--- src/rtl/ke11e_pkg.sv ---
// Shared encodings for the KE11-E EIS step sequencer: op codes, DR select,
// ALU function and the sequencer state enum.
package ke11e_pkg;

    localparam logic [1:0] OP_MUL  = 2'd0;
    localparam logic [1:0] OP_DIV  = 2'd1;
    localparam logic [1:0] OP_ASH  = 2'd2;
    localparam logic [1:0] OP_ASHC = 2'd3;

    localparam logic [1:0] SDR_HOLD  = 2'b00;
    localparam logic [1:0] SDR_RIGHT = 2'b01;
    localparam logic [1:0] SDR_LEFT  = 2'b10;
    localparam logic [1:0] SDR_LOAD  = 2'b11;

    localparam logic [1:0] ALU_PASS = 2'b00;
    localparam logic [1:0] ALU_ADD  = 2'b01;
    localparam logic [1:0] ALU_SUB  = 2'b10;

    typedef enum logic [2:0] {
        ST_IDLE,
        ST_LOAD,
        ST_OVF_WAIT,
        ST_ITER,
        ST_FIXUP,
        ST_FLAGS,
        ST_DONE
    } state_e;

    // ASH and ASHC share the op[1]=1 half of the code space.
    function automatic logic op_is_shift(input logic [1:0] op_in);
        return op_in[1];
    endfunction

endpackage

--- src/rtl/ke11e_step_cnt.sv ---
// Iteration/shift counter: loadable, counts up or down toward zero and never
// steps past zero.
module ke11e_step_cnt #(
    parameter int CNT_W = 6
) (
    input  logic             clk,
    input  logic             reset,
    input  logic             load,
    input  logic [CNT_W-1:0] load_val,
    input  logic             en,
    input  logic             up,
    output logic [CNT_W-1:0] cnt,
    output logic             zero,
    output logic             last
);

    localparam logic [CNT_W-1:0] ONE = {{(CNT_W-1){1'b0}}, 1'b1};

    logic [CNT_W-1:0] cnt_q;
    logic [CNT_W-1:0] cnt_d;

    always_comb begin
        cnt_d = cnt_q;
        if (load) begin
            cnt_d = load_val;
        end else if (en && !zero) begin
            cnt_d = up ? (cnt_q + ONE) : (cnt_q - ONE);
        end
    end

    always_ff @(posedge clk or posedge reset) begin
        if (reset) begin
            cnt_q <= '0;
        end else begin
            cnt_q <= cnt_d;
        end
    end

    assign cnt  = cnt_q;
    assign zero = (cnt_q == '0);
    // One step away from zero in the current direction.
    assign last = up ? (cnt_q == '1) : (cnt_q == ONE);

endmodule

--- src/rtl/ke11e_eis_seq.sv ---
// KE11-E EIS step sequencer: runs one MUL/DIV/ASH/ASHC command and drives the
// per-cycle DR select, ALU function, BR and flag enables from registered outputs.
//
//   state       | meaning
//   ------------+-----------------------------------------------------------
//   ST_IDLE     | waiting for start
//   ST_LOAD     | DR <- BR, counter loaded, DIV overflow sampled
//   ST_OVF_WAIT | DIV overflow: one quiet cycle before the aborting DONE
//   ST_ITER     | one multiply/divide step or one shift per cycle
//   ST_FIXUP    | DIV remainder correction
//   ST_FLAGS    | EPS flag update
//   ST_DONE     | done strobe (abort with it on DIV overflow)
module ke11e_eis_seq
    import ke11e_pkg::*;
#(
    parameter int WIDTH = 16,
    parameter int CNT_W = 6
) (
    input  logic             clk,
    input  logic             reset,
    input  logic             start,
    input  logic [1:0]       op,
    input  logic [CNT_W-1:0] shift_cnt,
    input  logic             dr0,
    input  logic             div_sub,
    input  logic             div_ovf,
    output logic             busy,
    output logic             done,
    output logic             abort,
    output logic [1:0]       sdr,
    output logic [1:0]       alu_fn,
    output logic             clk_br,
    output logic             clk_flags,
    output logic [CNT_W-1:0] count
);

    localparam logic [CNT_W-1:0] ITER_CNT = CNT_W'(WIDTH);

    state_e     state_q, state_d;
    logic [1:0] op_q, op_d;

    logic       busy_q, busy_d;
    logic       done_q, done_d;
    logic       abort_q, abort_d;
    logic [1:0] sdr_q, sdr_d;
    logic [1:0] alu_q, alu_d;
    logic       clk_br_q, clk_br_d;
    logic       clk_flags_q, clk_flags_d;

    logic             cnt_load;
    logic [CNT_W-1:0] cnt_load_val;
    logic             cnt_en;
    logic             cnt_up;
    logic [CNT_W-1:0] cnt_val;
    logic             cnt_zero;
    logic             cnt_last;

    assign cnt_load     = (state_q == ST_IDLE) && start;
    assign cnt_load_val = op_is_shift(op) ? shift_cnt : ITER_CNT;
    assign cnt_en       = (state_q == ST_ITER);
    // Negative shift counts step up toward zero; MUL/DIV counts are positive.
    assign cnt_up       = cnt_val[CNT_W-1];

    ke11e_step_cnt #(
        .CNT_W (CNT_W)
    ) u_step_cnt (
        .clk      (clk),
        .reset    (reset),
        .load     (cnt_load),
        .load_val (cnt_load_val),
        .en       (cnt_en),
        .up       (cnt_up),
        .cnt      (cnt_val),
        .zero     (cnt_zero),
        .last     (cnt_last)
    );

    always_comb begin
        state_d = state_q;
        op_d    = op_q;

        case (state_q)
            ST_IDLE: begin
                if (start) begin
                    state_d = ST_LOAD;
                    op_d    = op;
                end
            end
            ST_LOAD: begin
                if ((op_q == OP_DIV) && div_ovf) begin
                    state_d = ST_OVF_WAIT;
                end else if (op_is_shift(op_q) && cnt_zero) begin
                    state_d = ST_FLAGS;
                end else begin
                    state_d = ST_ITER;
                end
            end
            ST_OVF_WAIT: state_d = ST_DONE;
            ST_ITER: begin
                if (cnt_last) begin
                    state_d = (op_q == OP_DIV) ? ST_FIXUP : ST_FLAGS;
                end
            end
            ST_FIXUP: state_d = ST_FLAGS;
            ST_FLAGS: state_d = ST_DONE;
            ST_DONE:  state_d = ST_IDLE;
            default:  state_d = ST_IDLE;
        endcase
    end

    // Outputs are decoded from the state being entered so they register in
    // step with it; dr0/div_sub therefore act one cycle ahead of their step.
    always_comb begin
        busy_d      = (state_d != ST_IDLE);
        done_d      = 1'b0;
        abort_d     = 1'b0;
        sdr_d       = SDR_HOLD;
        alu_d       = ALU_PASS;
        clk_br_d    = 1'b0;
        clk_flags_d = 1'b0;

        case (state_d)
            ST_LOAD: sdr_d = SDR_LOAD;
            ST_ITER: begin
                clk_br_d = 1'b1;
                case (op_q)
                    OP_MUL: begin
                        sdr_d = SDR_RIGHT;
                        alu_d = dr0 ? ALU_ADD : ALU_PASS;
                    end
                    OP_DIV: begin
                        sdr_d = SDR_LEFT;
                        alu_d = div_sub ? ALU_SUB : ALU_ADD;
                    end
                    default: begin
                        sdr_d = cnt_val[CNT_W-1] ? SDR_RIGHT : SDR_LEFT;
                        alu_d = ALU_PASS;
                    end
                endcase
            end
            ST_FIXUP: begin
                clk_br_d = 1'b1;
                alu_d    = div_sub ? ALU_ADD : ALU_PASS;
            end
            ST_FLAGS: clk_flags_d = 1'b1;
            ST_DONE: begin
                done_d  = 1'b1;
                abort_d = (state_q == ST_OVF_WAIT);
            end
            default: ;
        endcase
    end

    always_ff @(posedge clk or posedge reset) begin
        if (reset) begin
            state_q     <= ST_IDLE;
            op_q        <= OP_MUL;
            busy_q      <= 1'b0;
            done_q      <= 1'b0;
            abort_q     <= 1'b0;
            sdr_q       <= SDR_HOLD;
            alu_q       <= ALU_PASS;
            clk_br_q    <= 1'b0;
            clk_flags_q <= 1'b0;
        end else begin
            state_q     <= state_d;
            op_q        <= op_d;
            busy_q      <= busy_d;
            done_q      <= done_d;
            abort_q     <= abort_d;
            sdr_q       <= sdr_d;
            alu_q       <= alu_d;
            clk_br_q    <= clk_br_d;
            clk_flags_q <= clk_flags_d;
        end
    end

    assign busy      = busy_q;
    assign done      = done_q;
    assign abort     = abort_q;
    assign sdr       = sdr_q;
    assign alu_fn    = alu_q;
    assign clk_br    = clk_br_q;
    assign clk_flags = clk_flags_q;
    assign count     = cnt_val;

endmodule
--- config.mk ---
export PLATFORM = sky130hd
export DESIGN_NAME = ke11e_eis_seq
export DESIGN_NICKNAME = d
export VERILOG_FILES = /design/src/rtl/ke11e_pkg.sv /design/src/rtl/ke11e_step_cnt.sv /design/src/rtl/ke11e_eis_seq.sv
export SDC_FILE = /design/constraint.sdc
export NUM_CORES = 1
export LEC_CHECK = 0
export ABC_AREA = 1
export CORE_MARGIN = 10
export CORE_UTILIZATION = 35
export DETAILED_ROUTE_END_ITERATION = 16
export SLEW_MARGIN = 20
export SYNTH_ARGS = -nofsm -noshare
export SYNTH_HDL_FRONTEND = slang
export SYNTH_SLANG_ARGS = --single-unit
--- constraint.sdc ---
create_clock -name clk -period 1.3 [get_ports clk]
set_input_delay 0.26 -clock clk [delete_from_list [all_inputs] [get_ports clk]]
set_output_delay 0.26 -clock clk [all_outputs]
set_load 0.01 [all_outputs]
=== Yosys cells after proc, flatten, opt, wreduce, memory -nomap -nowiden ===
Index checks and enable logic that the tools add are counted.

* Register bits: 20
* Bits of input ports: 14
* Output and inout bits: 15
* Logic and storage cells: 61

* $add $sub $neg: 2
* Eq/ne operators: 13
* Multiplexer cells: 23
* Reductions and logical operators: 13

{| class="wikitable"
|+ Operator list
! kind !! count
|-
| $mux 6 || 4
|-
| $pmux 2 s2 || 4
|-
| $eq 3x3->1 const B || 5
|-
| $pmux 3 s5 || 1
|-
| $mux 3 || 4
|-
| $eq 3x2->1 const B || 3
|-
| $mux 1 || 8
|-
| $add 6x1->6 const B || 1
|-
| $eq 3x1->1 const B || 2
|-
| $eq 6x1->1 const B || 1
|-
| $eq 6x6->1 const B || 1
|-
| $logic_not 6->1 || 1
|-
| $sub 6x1->6 const B || 1
|-
| $logic_and 1x1->1 || 4
|-
| $mux 2 || 2
|-
| $reduce_or 2->1 || 2
|-
| $logic_not 3->1 || 1
|-
| $reduce_bool 3->1 || 1
|-
| $eq 2x1->1 const B || 1
|-
| $logic_not 2->1 || 1
|-
| $reduce_and 2->1 || 1
|-
| $reduce_bool 2->1 || 1
|-
| $logic_not 1->1 || 1
|}

=== Depth between registers and ports, before layout ===
* Word-level depth: 8
* Mapped depth: 10

=== Cells and area by module ===
From an unflattened synthesis, not the netlist that was laid out.

* Cells, all modules: 178
* Area total of the unflattened synthesis: 1,316.3 µm²

{| class="wikitable"
|+ By module, submodules not included
! module !! instances !! cells each !! area an instance (µm²) !! sequential area each (µm²)
|-
| ke11e_eis_seq || 1 || 88 || 728.2 || 350.3
|-
| ke11e_step_cnt || 1 || 90 || 588.1 || 150.1
|}

=== Least setup slack after synthesis ===
No wires, ideal clock.

* Path type: register to register
* Start point: reg u_step_cnt.cnt_q[0] (netlist: u_step_cnt.cnt[0])
* End point: reg sdr_q[0] (netlist: sdr[0])
* Setup time: 127 ps
* Arrival time: 1,296 ps
* Required time: 1,173 ps
* Setup slack: -123 ps
* Cell stages (with the launch flop): 11
* Period minus slack after synthesis: 1,423 ps
* Cell sequence: dfrtp_1 > ha_1 > nand2_1 > nor2_1 > nand2_1 > nand2_1 > nor2_2 > nor2_4 > inv_2 > nand2_2 > o21ai_1

* Elaborated cells on any way between the ends: 12
* Classes of those cells: 4 x eq/ne; 6 x mux; 2 x reduce/logical

{| class="wikitable"
|+ RTL lines
! element !! RTL line !! RTL
|-
| start, declared || ke11e_step_cnt.sv:19 || <nowiki>logic [CNT_W-1:0] cnt_q;</nowiki>
|-
| start signal, assigned || ke11e_step_cnt.sv:35 || <nowiki>cnt_q <= cnt_d;</nowiki>
|-
| $eq 6x1->1 / $eq 6x6->1 (equally long branches) || ke11e_step_cnt.sv:42 || <nowiki>assign last = up ? (cnt_q == '1) : (cnt_q == ONE);</nowiki>
|-
| $mux 1 * || ke11e_step_cnt.sv:42 ||
|-
| $mux 3 * || ke11e_eis_seq.sv:100 || <nowiki>if (cnt_last) begin</nowiki>
|-
| $pmux 3 s5 * || ke11e_eis_seq.sv:82 || <nowiki>case (state_q)</nowiki>
|-
| via state_d[0] || ke11e_eis_seq.sv:39 || <nowiki>state_e state_q, state_d;</nowiki>
|-
| $eq 3x2->1 / $eq 3x1->1 (equally long branches) || ke11e_eis_seq.sv:122 || <nowiki>case (state_d)</nowiki>
|-
| $pmux 2 s2 * || ke11e_eis_seq.sv:122 ||
|-
| via sdr_d[0] || ke11e_eis_seq.sv:45 || <nowiki>logic [1:0] sdr_q, sdr_d;</nowiki>
|-
| end signal, assigned || ke11e_eis_seq.sv:171 || <nowiki>sdr_q <= sdr_d;</nowiki>
|-
| end, declared || ke11e_eis_seq.sv:45 ||
|}

Mark *: on every way through the listed nets, which the timed path passes. The rest lies on a longest branch.
A chain may end at the register's enable or synchronous reset.

=== Final worst setup path ===
* Start point: reg u_step_cnt.cnt_q[1] (netlist: u_step_cnt.cnt[1])
* End point: reg sdr_q[0] (netlist: sdr[0])

Same word-level chain as after synthesis.

==> summary.md <==
| Metric | Value |
|---|---|
| Drt drc | 0 |
| Multi-input gate area | 723 um^2 |
| Total grt overflow | 0 |
| Most frequent cells in the layout | nand2_1 (31), buf_4 (31), dfrtp_1 (16) |
| Ant. Diodes | 0 |
| GR Layer Usage met3 | 0.0262 |
| Global Route Usage Sum | 0.116 |
| Vias in the first global route | 1259 |
| Crit path kind | flop to flop |
| Crit path DAT | between 1.5 and 2 ns |
| Mapped Avg Cell Area | 7.89 um^2 |
| Final WS setup | -0.170 ns |
| Nets | 237 |
| Setup TNS Final | -1.87 ns |
| Die Y | around 79 um |
| Maximum VDD drop | 1.26 mV |
| Combinational Power Share | 0.687 |
| Crit-path max FO | 5 |
| Hold Crit Class | primary input to async pin |
| Final core occ | 0.601 |
| Area grow syn2layout | 66.0% |
| Iter 0 DRT Violations | 38 |
| Switching share of total power | 0.435 |
| Met2 Use GR | 0.213 |
| Final Hold Vio Count | 0 |
| Clk slew on worst S/H paths | 0.12 ns |
| Simple-gate share of the synthesized area | 0.334 |
| WP data required | 1.50 ns |
| CTS root buf | clkbuf_4 |
| #FFs+latches synth | 20 |
| Port-buffer cells | 28 |
| First-pass GRT wire length | slightly below 6 mm |
| Synth unique cells | 23 |
| Max Cap Violations | 0 |
| Synthesized area | 1200 um^2 |
| Final setup violation count | 16 |
| DRT Pass-1 Iters | 4 |
| CP max stage delay | 0.41 ns |
| FILL cells | 307 |
| Failing checks | negative setup slack |
| YS warnings | 0 |
| Post-synthesis cell count | ~150 |
| CTS tree | yes |
| Total wire length | approximately 3.6 mm |
| Via density | 4.63 |
| H-tree depth | 1 |
| Compound-cell area share of the yosys netlist | 0.0992 |
| Cell Chain, Critical Path | buf_6 -> inv_4 -> ha_1 -> nand3_2 -> nand2_2 -> nor2_4 -> nor2_4 -> inv_2 -> nand2_2 -> o21ai_2 |
| I/O Pins | 29 |
| Leakage power | 0.982 nW |
| Area of the die | 6170 um^2 |
| Final RePlAce weighted congestion | slightly below 0.9 |
| Met1 Track Usage GR | 0.131 |
| Routed WL per cell | 13.6 um |
| Worst Clk Skew | 0.00903 ns |
| Largest family of logic cells by synthesized area | simple AND/OR/NAND/NOR gates |
| Share of cells above drive strength 1 | 0.417 |
| PwrDens | 2530 nW/um^2 |
| Slew headroom | 0.773 |
| Worst-Margin Slew | 0.336 ns |
| Worst-Skew Late Latency | 0.31 ns |
| Clock Sink Count | 20 |
| Final ANT Viol Nets | 0 |
| Core area | about 3300 um^2 |
| Post-route minimum period | roughly 1.5 ns |
| R2R Setup Slk | -0.17 ns |
| Critical-path top delay cell | dfrtp_1 |
| Period utilisation layout | 1.13 |
| Sequential element share of the synthesized area | 0.418 |
| Largest net degree at the start of global routing | 21 |
| CTS max path bufs | 2 |
| Die W | 78.5 um |
| Fin. max-slew vios | 0 |
| Post-placement cell count | 247 |
| Max Freq | 680 MHz |
| Most Used Layer, Global Route | met2 |
| Layout Cells excl Fill | 264 |
| P_int | 2.84 mW |
| Final hold slack | 0.278 ns |
| Sequential share of power | 0.210 |
| Status | complete, but fails checks |
| Initial Utilization | 0.362 |
| Power share of the clock group | 0.103 |
| Xor-xnor portion of the synthesized cell area | 0.00731 |
| DP HPWL | between 2 and 2.5 mm |
| Vias | about 1200 |
| Post-synthesis mux area share | 0 |
| Num CTS Buffers | 3 |
| Syn_nets | 170 |
| Total Power | 5.03 mW |
| # rows | 21 |
| Synth Area in Adders | 0.0418 |
| RSZ-0062 raised after global routing | yes |
| Sequential cell area | 505 um^2 |
| Net Switching | 2.19 mW |
| Critical Path Sink Type | flop |
| Worst setup SP type | flop |
| Initial antenna violation count | 0 |
-- Yosys cell counts --
library cell  count  area, um^2
nand2_1          37         139
dfrtp_1          20         500
nand3_1          18        90.1
inv_1            16        60.1
nor2_1            9        33.8
o21ai_0           9        45.0
inv_2             5        18.8
ha_1              4        50.1
nor2_2            4        25.0
nor2_4            4        45.0
a21oi_1           3        15.0
buf_6             3        33.8
nand2_2           3        18.8
nand4_1           3        18.8
o21ai_1           3        15.0
a31oi_1           2        12.5
nand3_2           2        20.0
o211ai_1          2        15.0
a22oi_1           1        7.51
buf_4             1        7.51
nor3_2            1        10.0
o21ai_2           1        8.76
xor2_1            1        8.76
-- area by class of cell --
class | count | share of cell area
Multi-Input combinational cell | 108 | 0.364
Timing Repair Buffer | 65 | 0.285
Sequential cell | 20 | 0.254
Inverter | 21 | 0.0421
Tap cell | 46 | 0.0289
Clock inverter | 1 | 0.0151
Clock buffer | 3 | 0.0113
-- sequential cells by signal, summed over array words and instances, names as in the netlist --
register / flops
clk_br: 1
u_step_cnt.cnt: 6
abort: 1
alu_fn: 2
sdr: 2
clk_flags: 1
busy: 1
op_q: 2
done: 1
state_q: 3
-- routing by layer --
| layer | vias up | part of all wire |
|---|---|---|
| met3 | 5 | 0.041 |
| met2 | 19 | 0.54 |
| li1 | 621 | - |
| met1 | 576 | 0.40 |
| met4 | 0 | 0.011 |
| met5 | - | 0 |
-- worst max-delay path: cells and delay by family (launching register included) --
kind                       cells  cell delay (ns)
adders and majority gates      1             0.16
and+or+nand+nor                5             0.47
DFF                            1             0.41
buffers and inverters          3             0.26
AOI/OAI and AO/OA              1             0.05
-- power groups by stage --
stage	registers, mW	logic [mW]	clock network [mW]
detailed placement	1.14	2.63	0
CTS	1.05	3.04	0.530
finish	1.06	3.46	0.517
floorplan	1.19	1.50	0
global placement	1.13	2.59	0
global route	1.10	3.80	0.561
-- repair_timing --
action                                  4_1_cts  5_1_grt
buffers inserted                             11        2
gates cloned                                  1        0
endpoints found under the setup margin       31       20
gates resized for setup                      44       31
hold buffers                                  0        0
pin swaps                                    21       13
-- per-stage QoR --
step | area (um^2) | worst slack (ns)
6_report | 1990 | -0.170
5_1_grt | 1990 | -0.287
4_1_cts | 1860 | -0.232
3_5_place_dp | 1680 | -0.265
3_3_place_gp | 1680 | -0.251
2_1_floorplan | 1200 | -0.0816
-- cells by family (layout without fill, tap and decap cells) --
group                    Yosys count  after routing
AND/OR/NAND/NOR                   81             82
AO/OA/AOI/OAI                     21             21
buffers and inverters             25             90
adder cells (fa/ha/maj)            4              4
XOR/XNOR                           1              1
flip-flops                        20             20
-- final timing paths --
| path | start | to | cells after the start |
|---|---|---|---|
| worst min-delay path | reset | abort | 3 |
| worst max-delay path | u_step_cnt.cnt[1] | sdr[0] | 10 |
| worst min register to register | op_q[0] | op_q[0] | 2 |
| worst max register to register | u_step_cnt.cnt[1] | sdr[0] | 10 |
| min in group clk | op[0] | op_q[0] | 3 |
| max in group asynchronous | reset | state_q[2] | 3 |
Power figures use the tool's default switching activity.
